### src/rtl/pupil_locator_pkg.sv
// Shared constants, FSM state type and box-corner helper for the pupil locator.
package pupil_locator_pkg;

  localparam int CNT_W  = 21;
  localparam int SUM_W  = 34;
  localparam int POS_W  = 16;
  localparam int LUMA_W = 18;
  localparam int GRAY_W = 10;

  localparam logic [7:0] COEF_R = 8'd77;
  localparam logic [7:0] COEF_G = 8'd150;
  localparam logic [7:0] COEF_B = 8'd29;

  typedef enum logic [1:0] {
    ST_IDLE,
    ST_CHECK,
    ST_DIVIDE,
    ST_PUBLISH
  } state_t;

  // Box corner clamps at zero when the centroid sits closer than half a box to the edge.
  function automatic logic [POS_W-1:0] box_corner(input logic [POS_W-1:0] c,
                                                  input logic [POS_W-1:0] half);
    return (c >= half) ? (c - half) : '0;
  endfunction

endpackage

### src/rtl/pupil_locator_if.sv
// Pixel stream in and marker result out, grouped for the pupil locator.
interface pupil_locator_if;
  logic        iDVAL;
  logic [9:0]  iRed;
  logic [9:0]  iGreen;
  logic [9:0]  iBlue;
  logic [12:0] iH_Cont;
  logic [12:0] iV_Cont;
  logic [15:0] oPosX;
  logic [15:0] oPosY;
  logic        oValid;
  logic        oFound;
  logic        oDrop;
  logic        oBusy;

  modport master (
    output iDVAL, iRed, iGreen, iBlue, iH_Cont, iV_Cont,
    input  oPosX, oPosY, oValid, oFound, oDrop, oBusy
  );

  modport slave (
    input  iDVAL, iRed, iGreen, iBlue, iH_Cont, iV_Cont,
    output oPosX, oPosY, oValid, oFound, oDrop, oBusy
  );
endinterface

### src/rtl/pupil_locator_seq_divider.sv
// Restoring divider, one quotient bit per cycle; the start cycle already resolves the MSB.
module seq_divider
  import pupil_locator_pkg::*;
(
  input  logic             iCLK,
  input  logic             iRST,
  input  logic             start,
  input  logic [SUM_W-1:0] dividend,
  input  logic [CNT_W-1:0] divisor,
  output logic [SUM_W-1:0] quotient,
  output logic             done
);

  logic [CNT_W-1:0] rem_q;
  logic [SUM_W-1:0] quo_q;
  logic [CNT_W-1:0] div_q;
  logic [5:0]       steps_q;
  logic             busy_q;
  logic             done_q;

  logic [CNT_W-1:0] src_rem;
  logic [SUM_W-1:0] src_quo;
  logic [CNT_W-1:0] src_div;
  logic [CNT_W:0]   trial;
  logic [CNT_W:0]   trial_sub;
  logic             fits;
  logic [CNT_W-1:0] rem_d;
  logic [SUM_W-1:0] quo_d;

  always_comb begin
    src_rem   = start ? '0 : rem_q;
    src_quo   = start ? dividend : quo_q;
    src_div   = start ? divisor : div_q;
    trial     = {src_rem, src_quo[SUM_W-1]};
    fits      = (trial >= {1'b0, src_div});
    trial_sub = trial - {1'b0, src_div};
    // The remainder after a step is always below the divisor, so it fits CNT_W bits.
    rem_d     = fits ? CNT_W'(trial_sub) : CNT_W'(trial);
    quo_d     = {src_quo[SUM_W-2:0], fits};
  end

  always_ff @(posedge iCLK or negedge iRST) begin
    if (!iRST) begin
      rem_q   <= '0;
      quo_q   <= '0;
      div_q   <= '0;
      steps_q <= '0;
      busy_q  <= 1'b0;
      done_q  <= 1'b0;
    end else if (start) begin
      rem_q   <= rem_d;
      quo_q   <= quo_d;
      div_q   <= divisor;
      steps_q <= 6'(SUM_W - 1);
      busy_q  <= 1'b1;
      done_q  <= 1'b0;
    end else if (busy_q) begin
      rem_q   <= rem_d;
      quo_q   <= quo_d;
      steps_q <= steps_q - 6'd1;
      if (steps_q == 6'd1) begin
        busy_q <= 1'b0;
        done_q <= 1'b1;
      end
    end
  end

  assign quotient = quo_q;
  assign done     = done_q;

endmodule

### src/rtl/pupil_locator.sv
// Per-frame dark-pixel centroid; publishes the marker box corner during the following frame.
module pupil_locator
  import pupil_locator_pkg::*;
#(
  parameter logic [9:0]       THRESH    = 10'd200,
  parameter logic [CNT_W-1:0] MIN_COUNT = 21'd64,
  parameter logic [POS_W-1:0] BOX_HALF  = 16'd20,
  parameter logic [12:0]      H_MAX     = 13'd1280,
  parameter logic [12:0]      V_MAX     = 13'd960
) (
  input  logic            iCLK,
  input  logic            iRST,
  pupil_locator_if.slave  bus
);

  logic [LUMA_W-1:0] luma_sum;
  logic [GRAY_W-1:0] gray_q;
  logic [12:0]       h1_q;
  logic [12:0]       v1_q;
  logic [12:0]       v1_prev_q;
  logic              dval1_q;

  logic [CNT_W-1:0]  cnt_q, cnt_snap_q;
  logic [SUM_W-1:0]  sumx_q, sumx_snap_q;
  logic [SUM_W-1:0]  sumy_q, sumy_snap_q;

  logic              boundary;
  logic              pix_hit;
  logic [CNT_W-1:0]  pix_inc;
  logic [SUM_W-1:0]  pix_x;
  logic [SUM_W-1:0]  pix_y;

  state_t            state_q, state_d;
  logic              div_start;
  logic              enough;
  logic [SUM_W-1:0]  quo_x, quo_y;
  logic              done_x, done_y;
  logic              valid_o, busy_o;

  logic [POS_W-1:0]  pos_x_q, pos_y_q;
  logic              found_q;
  logic              drop_q;

  assign luma_sum = LUMA_W'(COEF_R) * LUMA_W'(bus.iRed)
                  + LUMA_W'(COEF_G) * LUMA_W'(bus.iGreen)
                  + LUMA_W'(COEF_B) * LUMA_W'(bus.iBlue);

  always_ff @(posedge iCLK or negedge iRST) begin
    if (!iRST) begin
      gray_q    <= '0;
      h1_q      <= '0;
      v1_q      <= '0;
      v1_prev_q <= '0;
      dval1_q   <= 1'b0;
    end else begin
      gray_q    <= GRAY_W'(luma_sum >> 8);
      h1_q      <= bus.iH_Cont;
      v1_q      <= bus.iV_Cont;
      v1_prev_q <= v1_q;
      dval1_q   <= bus.iDVAL;
    end
  end

  // A falling line counter marks the first pixel of a new frame, whatever DVAL says.
  assign boundary = (v1_q < v1_prev_q);
  assign pix_hit  = dval1_q && (gray_q < THRESH) && (h1_q < H_MAX) && (v1_q < V_MAX);
  assign pix_inc  = CNT_W'(pix_hit);
  assign pix_x    = pix_hit ? SUM_W'(h1_q) : '0;
  assign pix_y    = pix_hit ? SUM_W'(v1_q) : '0;
  assign enough   = (cnt_snap_q >= MIN_COUNT);

  always_ff @(posedge iCLK or negedge iRST) begin
    if (!iRST) begin
      cnt_q       <= '0;
      sumx_q      <= '0;
      sumy_q      <= '0;
      cnt_snap_q  <= '0;
      sumx_snap_q <= '0;
      sumy_snap_q <= '0;
      drop_q      <= 1'b0;
    end else begin
      drop_q <= boundary && (state_q != ST_IDLE);
      if (boundary) begin
        cnt_q  <= pix_inc;
        sumx_q <= pix_x;
        sumy_q <= pix_y;
        // Snapshots stay frozen while a result is in flight; the dividers read them.
        if (state_q == ST_IDLE) begin
          cnt_snap_q  <= cnt_q;
          sumx_snap_q <= sumx_q;
          sumy_snap_q <= sumy_q;
        end
      end else begin
        cnt_q  <= cnt_q + pix_inc;
        sumx_q <= sumx_q + pix_x;
        sumy_q <= sumy_q + pix_y;
      end
    end
  end

  always_ff @(posedge iCLK or negedge iRST) begin
    if (!iRST) begin
      state_q <= ST_IDLE;
    end else begin
      state_q <= state_d;
    end
  end

  always_comb begin
    state_d = state_q;
    case (state_q)
      ST_IDLE:    if (boundary) state_d = ST_CHECK;
      ST_CHECK:   state_d = enough ? ST_DIVIDE : ST_IDLE;
      ST_DIVIDE:  if (done_x && done_y) state_d = ST_PUBLISH;
      ST_PUBLISH: state_d = ST_IDLE;
      default:    state_d = ST_IDLE;
    endcase
  end

  always_comb begin
    div_start = (state_q == ST_CHECK) && enough;
    valid_o   = (state_q == ST_PUBLISH);
    busy_o    = (state_q != ST_IDLE);
  end

  seq_divider u_div_x (
    .iCLK     (iCLK),
    .iRST     (iRST),
    .start    (div_start),
    .dividend (sumx_snap_q),
    .divisor  (cnt_snap_q),
    .quotient (quo_x),
    .done     (done_x)
  );

  seq_divider u_div_y (
    .iCLK     (iCLK),
    .iRST     (iRST),
    .start    (div_start),
    .dividend (sumy_snap_q),
    .divisor  (cnt_snap_q),
    .quotient (quo_y),
    .done     (done_y)
  );

  // Position lands as PUBLISH begins so it lines up with the oValid strobe.
  always_ff @(posedge iCLK or negedge iRST) begin
    if (!iRST) begin
      pos_x_q <= '0;
      pos_y_q <= '0;
      found_q <= 1'b0;
    end else if ((state_q == ST_CHECK) && !enough) begin
      found_q <= 1'b0;
    end else if ((state_q == ST_DIVIDE) && done_x && done_y) begin
      pos_x_q <= box_corner(POS_W'(quo_x), BOX_HALF);
      pos_y_q <= box_corner(POS_W'(quo_y), BOX_HALF);
      found_q <= 1'b1;
    end
  end

  assign bus.oPosX  = pos_x_q;
  assign bus.oPosY  = pos_y_q;
  assign bus.oValid = valid_o;
  assign bus.oFound = found_q;
  assign bus.oDrop  = drop_q;
  assign bus.oBusy  = busy_o;

endmodule

### src/flat_wrapper.sv
// flat-port wrapper written by rule: the top's interface ports become plain ports
module pupil_locator_flat import pupil_locator_pkg::*;
#(
  parameter logic [9:0]       THRESH    = 10'd200,
  parameter logic [CNT_W-1:0] MIN_COUNT = 21'd64,
  parameter logic [POS_W-1:0] BOX_HALF  = 16'd20,
  parameter logic [12:0]      H_MAX     = 13'd1280,
  parameter logic [12:0]      V_MAX     = 13'd960
)
  (iCLK, iRST, bus_iDVAL, bus_iRed, bus_iGreen, bus_iBlue, bus_iH_Cont, bus_iV_Cont, bus_oPosX, bus_oPosY, bus_oValid, bus_oFound, bus_oDrop, bus_oBusy);
  pupil_locator_if bus_i ();
  input  logic iCLK;
  input  logic iRST;
  input wire logic [$bits(bus_i.iDVAL)-1:0] bus_iDVAL;
  input wire logic [$bits(bus_i.iRed)-1:0] bus_iRed;
  input wire logic [$bits(bus_i.iGreen)-1:0] bus_iGreen;
  input wire logic [$bits(bus_i.iBlue)-1:0] bus_iBlue;
  input wire logic [$bits(bus_i.iH_Cont)-1:0] bus_iH_Cont;
  input wire logic [$bits(bus_i.iV_Cont)-1:0] bus_iV_Cont;
  output wire logic [$bits(bus_i.oPosX)-1:0] bus_oPosX;
  output wire logic [$bits(bus_i.oPosY)-1:0] bus_oPosY;
  output wire logic [$bits(bus_i.oValid)-1:0] bus_oValid;
  output wire logic [$bits(bus_i.oFound)-1:0] bus_oFound;
  output wire logic [$bits(bus_i.oDrop)-1:0] bus_oDrop;
  output wire logic [$bits(bus_i.oBusy)-1:0] bus_oBusy;
  assign bus_i.iDVAL = bus_iDVAL;
  assign bus_i.iRed = bus_iRed;
  assign bus_i.iGreen = bus_iGreen;
  assign bus_i.iBlue = bus_iBlue;
  assign bus_i.iH_Cont = bus_iH_Cont;
  assign bus_i.iV_Cont = bus_iV_Cont;
  assign bus_oPosX = bus_i.oPosX;
  assign bus_oPosY = bus_i.oPosY;
  assign bus_oValid = bus_i.oValid;
  assign bus_oFound = bus_i.oFound;
  assign bus_oDrop = bus_i.oDrop;
  assign bus_oBusy = bus_i.oBusy;
  pupil_locator #(.THRESH(THRESH), .MIN_COUNT(MIN_COUNT), .BOX_HALF(BOX_HALF), .H_MAX(H_MAX), .V_MAX(V_MAX)) u_core (.iCLK(iCLK), .iRST(iRST), .bus(bus_i));
endmodule
### config.mk
export PLATFORM = sky130hd
export DESIGN_NAME = pupil_locator_flat
export DESIGN_NICKNAME = d
export VERILOG_FILES = /design/src/rtl/pupil_locator_pkg.sv /design/src/rtl/pupil_locator_if.sv /design/src/rtl/pupil_locator_seq_divider.sv /design/src/rtl/pupil_locator.sv /design/src/flat_wrapper.sv
export SDC_FILE = /design/constraint.sdc
export NUM_CORES = 1
export LEC_CHECK = 0
export ABC_AREA = 1
export CELL_PAD_IN_SITES_DETAIL_PLACEMENT = 1
export CELL_PAD_IN_SITES_GLOBAL_PLACEMENT = 2
export CORE_MARGIN = 2
export CORE_UTILIZATION = 35
export CTS_CLUSTER_SIZE = 16
export DETAILED_ROUTE_END_ITERATION = 7
export GPL_ROUTABILITY_DRIVEN = 0
export PLACE_DENSITY = 0.77
export SYNTH_ARGS = -nofsm -noshare
export SYNTH_HDL_FRONTEND = slang
export SYNTH_HIERARCHICAL = 1
export SYNTH_SLANG_ARGS = --single-unit
export TNS_END_PERCENT = 1
### constraint.sdc
create_clock -name iCLK -period 4.5 [get_ports iCLK]
set_input_delay 0.45 -clock iCLK [delete_from_list [all_inputs] [get_ports iCLK]]
set_output_delay 0.45 -clock iCLK [all_outputs]
set_load 0.02 [all_outputs]
==> out/summary.txt <==
Core Area = 80300 sq um
Clock sink count = 429
CP arrival = 5920 ps
Number of global-route vias before repair = 25.5k
Final design utilization = 0.417
WL/cell = 16.9 microns
Clk Tree Root Cell = clkbuf_16
Unique masters post-synth = 48
Grt total ovfl = 0
Post-route cell area = 33500 sq um
Worst endpoint required time = 4960 ps
IO buf count = 94
Layout cells sized above 1 = 0.0961
Status = finished with violations
Skew-Pair Late Insertion Delay = 640 ps
Avg Inst Size Synth = 7.61 sq um
Num CTS Buffers = 53
Longest Clk Path Bufs = 3
Leak = 0.0180 uW
Unrepaired setup endpoints after global routing = true
Initial drt markers = 1012
DP Area = 31300 sq um
Predominant post-synthesis flop cell = dfrtp_1
Tot GR Track Use = 0.207
First-pass GRT wire length = 139000 microns
Mapped Area = 28300 sq um
Initial antenna violation count = 8
# H-tree levels = 2
IO Pins = 95
Synth top area share = 0.379
Largest net degree at the start of global routing = 141
Die X = 289 microns
CP startpoint kind = input port
Setup WS post-layout = -962 ps
DR vias/cell = 4.83
Ranking of synthesized cells by area = dfrtp_1 (38%), nand2_1 (15%), ha_1 (8.2%), inv_1 (7.8%), fa_1 (5.4%)
Area leader, netlist = dfrtp_1
Final slew viol count = 0
Dpl hpwl = 64000 microns
Crit share post-route = 1.21
Clock slew at reported path FFs = 60 ps
Routed wire length = 84200 microns
Relative slew slack = 0.291
Sequential cell area fraction in the yosys report = 0.379
Max-Cap Viols = 0
Hold Fails Final Rpt = 0
Die Ht = 289 microns
Post-synth EDFFs = 0
TritonCTS clock tree = done
Endpoint class of the critical path = flip-flop
Fmax = 183 MHz
Fin Clk Skew = 67.9 ps
Drc violations = 0
Setup-failing EPs final = 7
VDD IR max = 0.00105 V
Crit Path Category = in2reg
Hold slack = 253 ps
Placed Cells = 4892
Power Density = 534 nW/um^2
Initial core utilization = 0.353
Dpl ws = -2240 ps
Area grow syn2layout = 18.1%
Synth Instances = 3726
YS warnings = 6
Vias = 24.2k
Post-route ant nets = 0
Die footprint = 83300 sq um
First-pass iteration count of the detailed router = 5
Nets = 4214
Row count = 104
Cell Count, Final, Fillers Out = 4996
Failing checks = negative setup slack
Slew @ Worst Pin = 1060 ps
Post-layout minimum cycle time = 5460 ps
Async SR Flop Fraction = 1.00
Yosys reg bits = 429
Hold Crit Class = in2reg
Worst Path Max Fanout = 4
## logic make-up after synthesis
group | count (synthesis) | synth area share
and+or+nand+nor | 1890 | 0.284
AOI/OAI and AO/OA | 357 | 0.0755
adders and majority gates | 263 | 0.137
muxes | 2 | 0.000706
DFF | 429 | 0.379
other | 1 | 0.000132
buffers and inverters | 693 | 0.0960
xor gates and xnor gates | 91 | 0.0281
## flip-flops by register name (all words and copies together) (netlist names), 6 cells and up, named ones only
signal	flops
u_core/bus.oPosX	16
u_core/u_div_y/quotient	34
u_core/u_div_x/quotient	34
u_core/gray_q	7
u_core/u_div_x/rem_q	21
u_core/v1_q	13
u_core/u_div_x/div_q	21
u_core/u_div_y/steps_q	6
u_core/sumx_q	34
u_core/u_div_y/rem_q	21
u_core/h1_q	13
u_core/u_div_y/div_q	21
u_core/v1_prev_q	13
u_core/sumy_snap_q	34
u_core/bus.oPosY	16
u_core/u_div_x/steps_q	6
u_core/sumx_snap_q	34
u_core/sumy_q	34
u_core/cnt_snap_q	21
u_core/cnt_q	21
## cells in the mapped netlist, types with 31 or more instances
master	number
nand2_1	1109
inv_1	592
dfrtp_1	429
nor2_1	301
nand3_1	260
ha_1	186
o21ai_0	129
a21oi_1	100
fa_1	77
nor3_1	57
nand4_1	56
xor2_1	53
clkbuf_1	43
or2_2	42
o221ai_1	40
xnor2_1	38
buf_2	31
## path summary, 6_finish.rpt
path / start / cells after the start / slack (ps) / end
worst max register to register: u_core/cnt_snap_q[7] / 20 / 360 / u_core/u_div_y/rem_q[13]
worst min-delay path: bus_iH_Cont[7] / 1 / 250 / u_core/h1_q[7]
worst min register to register: u_core/v1_q[0] / 0 / 370 / u_core/v1_prev_q[0]
max in group asynchronous: iRST / 3 / 3110 / u_core/u_div_x/steps_q[4]
worst max-delay path: bus_iGreen[3] / 25 / -960 / u_core/gray_q[7]
min in group asynchronous: iRST / 2 / 400 / u_core/sumy_q[28]
## routing by layer
metal	share of wire	global-route usage	up-vias
met3	0.027	0.0269	90
met2	0.46	0.344	219
li1	-	-	12100
met5	0.0011	0	-
met4	0.017	0.0395	14
met1	0.49	0.289	11700
## timing repair
item	CTS	global route
pin swaps	46	25
setup endpoints to repair	7	7
resized for setup	81	15
hold endpoints to repair	62	0
setup buffers	3	1
hold buffers	1	0
## area by class of cell
type                            count  area [sq um]
Antenna cell                        1          2.50
Tap cell                         1060          1330
Timing Repair Buffer              205          1860
Fill cell                        9841         46800
Inverter                          595          2240
Clock inverter                     24           318
Clock buffer                       74          1550
Sequential cell                   429         10700
Multi-Input combinational cell   2608         15400
## critical path, stage by stage
cell and delay, ps:
clkdlybuf4s15_2 200, ha_4 280, ha_4 110, inv_1 40
fa_1 530, inv_2 50, fa_1 510, ha_4 330
buf_6 100, nand2_4 60, o21ai_4 160, a21oi_2 60
xnor2_2 130, fa_1 490, inv_1 50, fa_1 500
fa_2 440, fa_1 500, inv_2 40, ha_4 240
a21oi_4 180, o21ai_2 80, a21oi_1 150, nand2_1 80
xor2_1 130
## report_power, final
group / total, uW / switching (uW) / internal (uW)
logic: 9160 / 5140 / 4020
clock network: 4540 / 1850 / 2700
registers: 4160 / 97.8 / 4060
total: 17900 / 7080 / 10800
## layout by cell type, fill, tap and decap left out, drive strengths merged, types with 6 or more instances in the layout
cell type      count
o221ai            40
buf              115
or2               44
nor4              11
xnor2             38
nand3b            16
o21bai            12
clkinv             6
o211ai            16
a21oi            102
clkinvlp          10
xor2              53
a21o               9
nand4             62
clkdlybuf4s50     84
ha               186
nand2           1114
inv              598
and2               9
dfrtp            429
o21ai            159
nor2             308
fa                77
nand3            264
nor3              60
clkbuf            75
## per-stage QoR
stage          total power (uW)  setup TNS [ps]
4_1_cts                   17900           -6140
3_3_place_gp              11600          -13780
5_1_grt                   19400           -7610
6_report                  17900           -6400
3_5_place_dp              11800          -14970
2_1_floorplan              9530           -7810
Power figures use the tool's default switching activity.
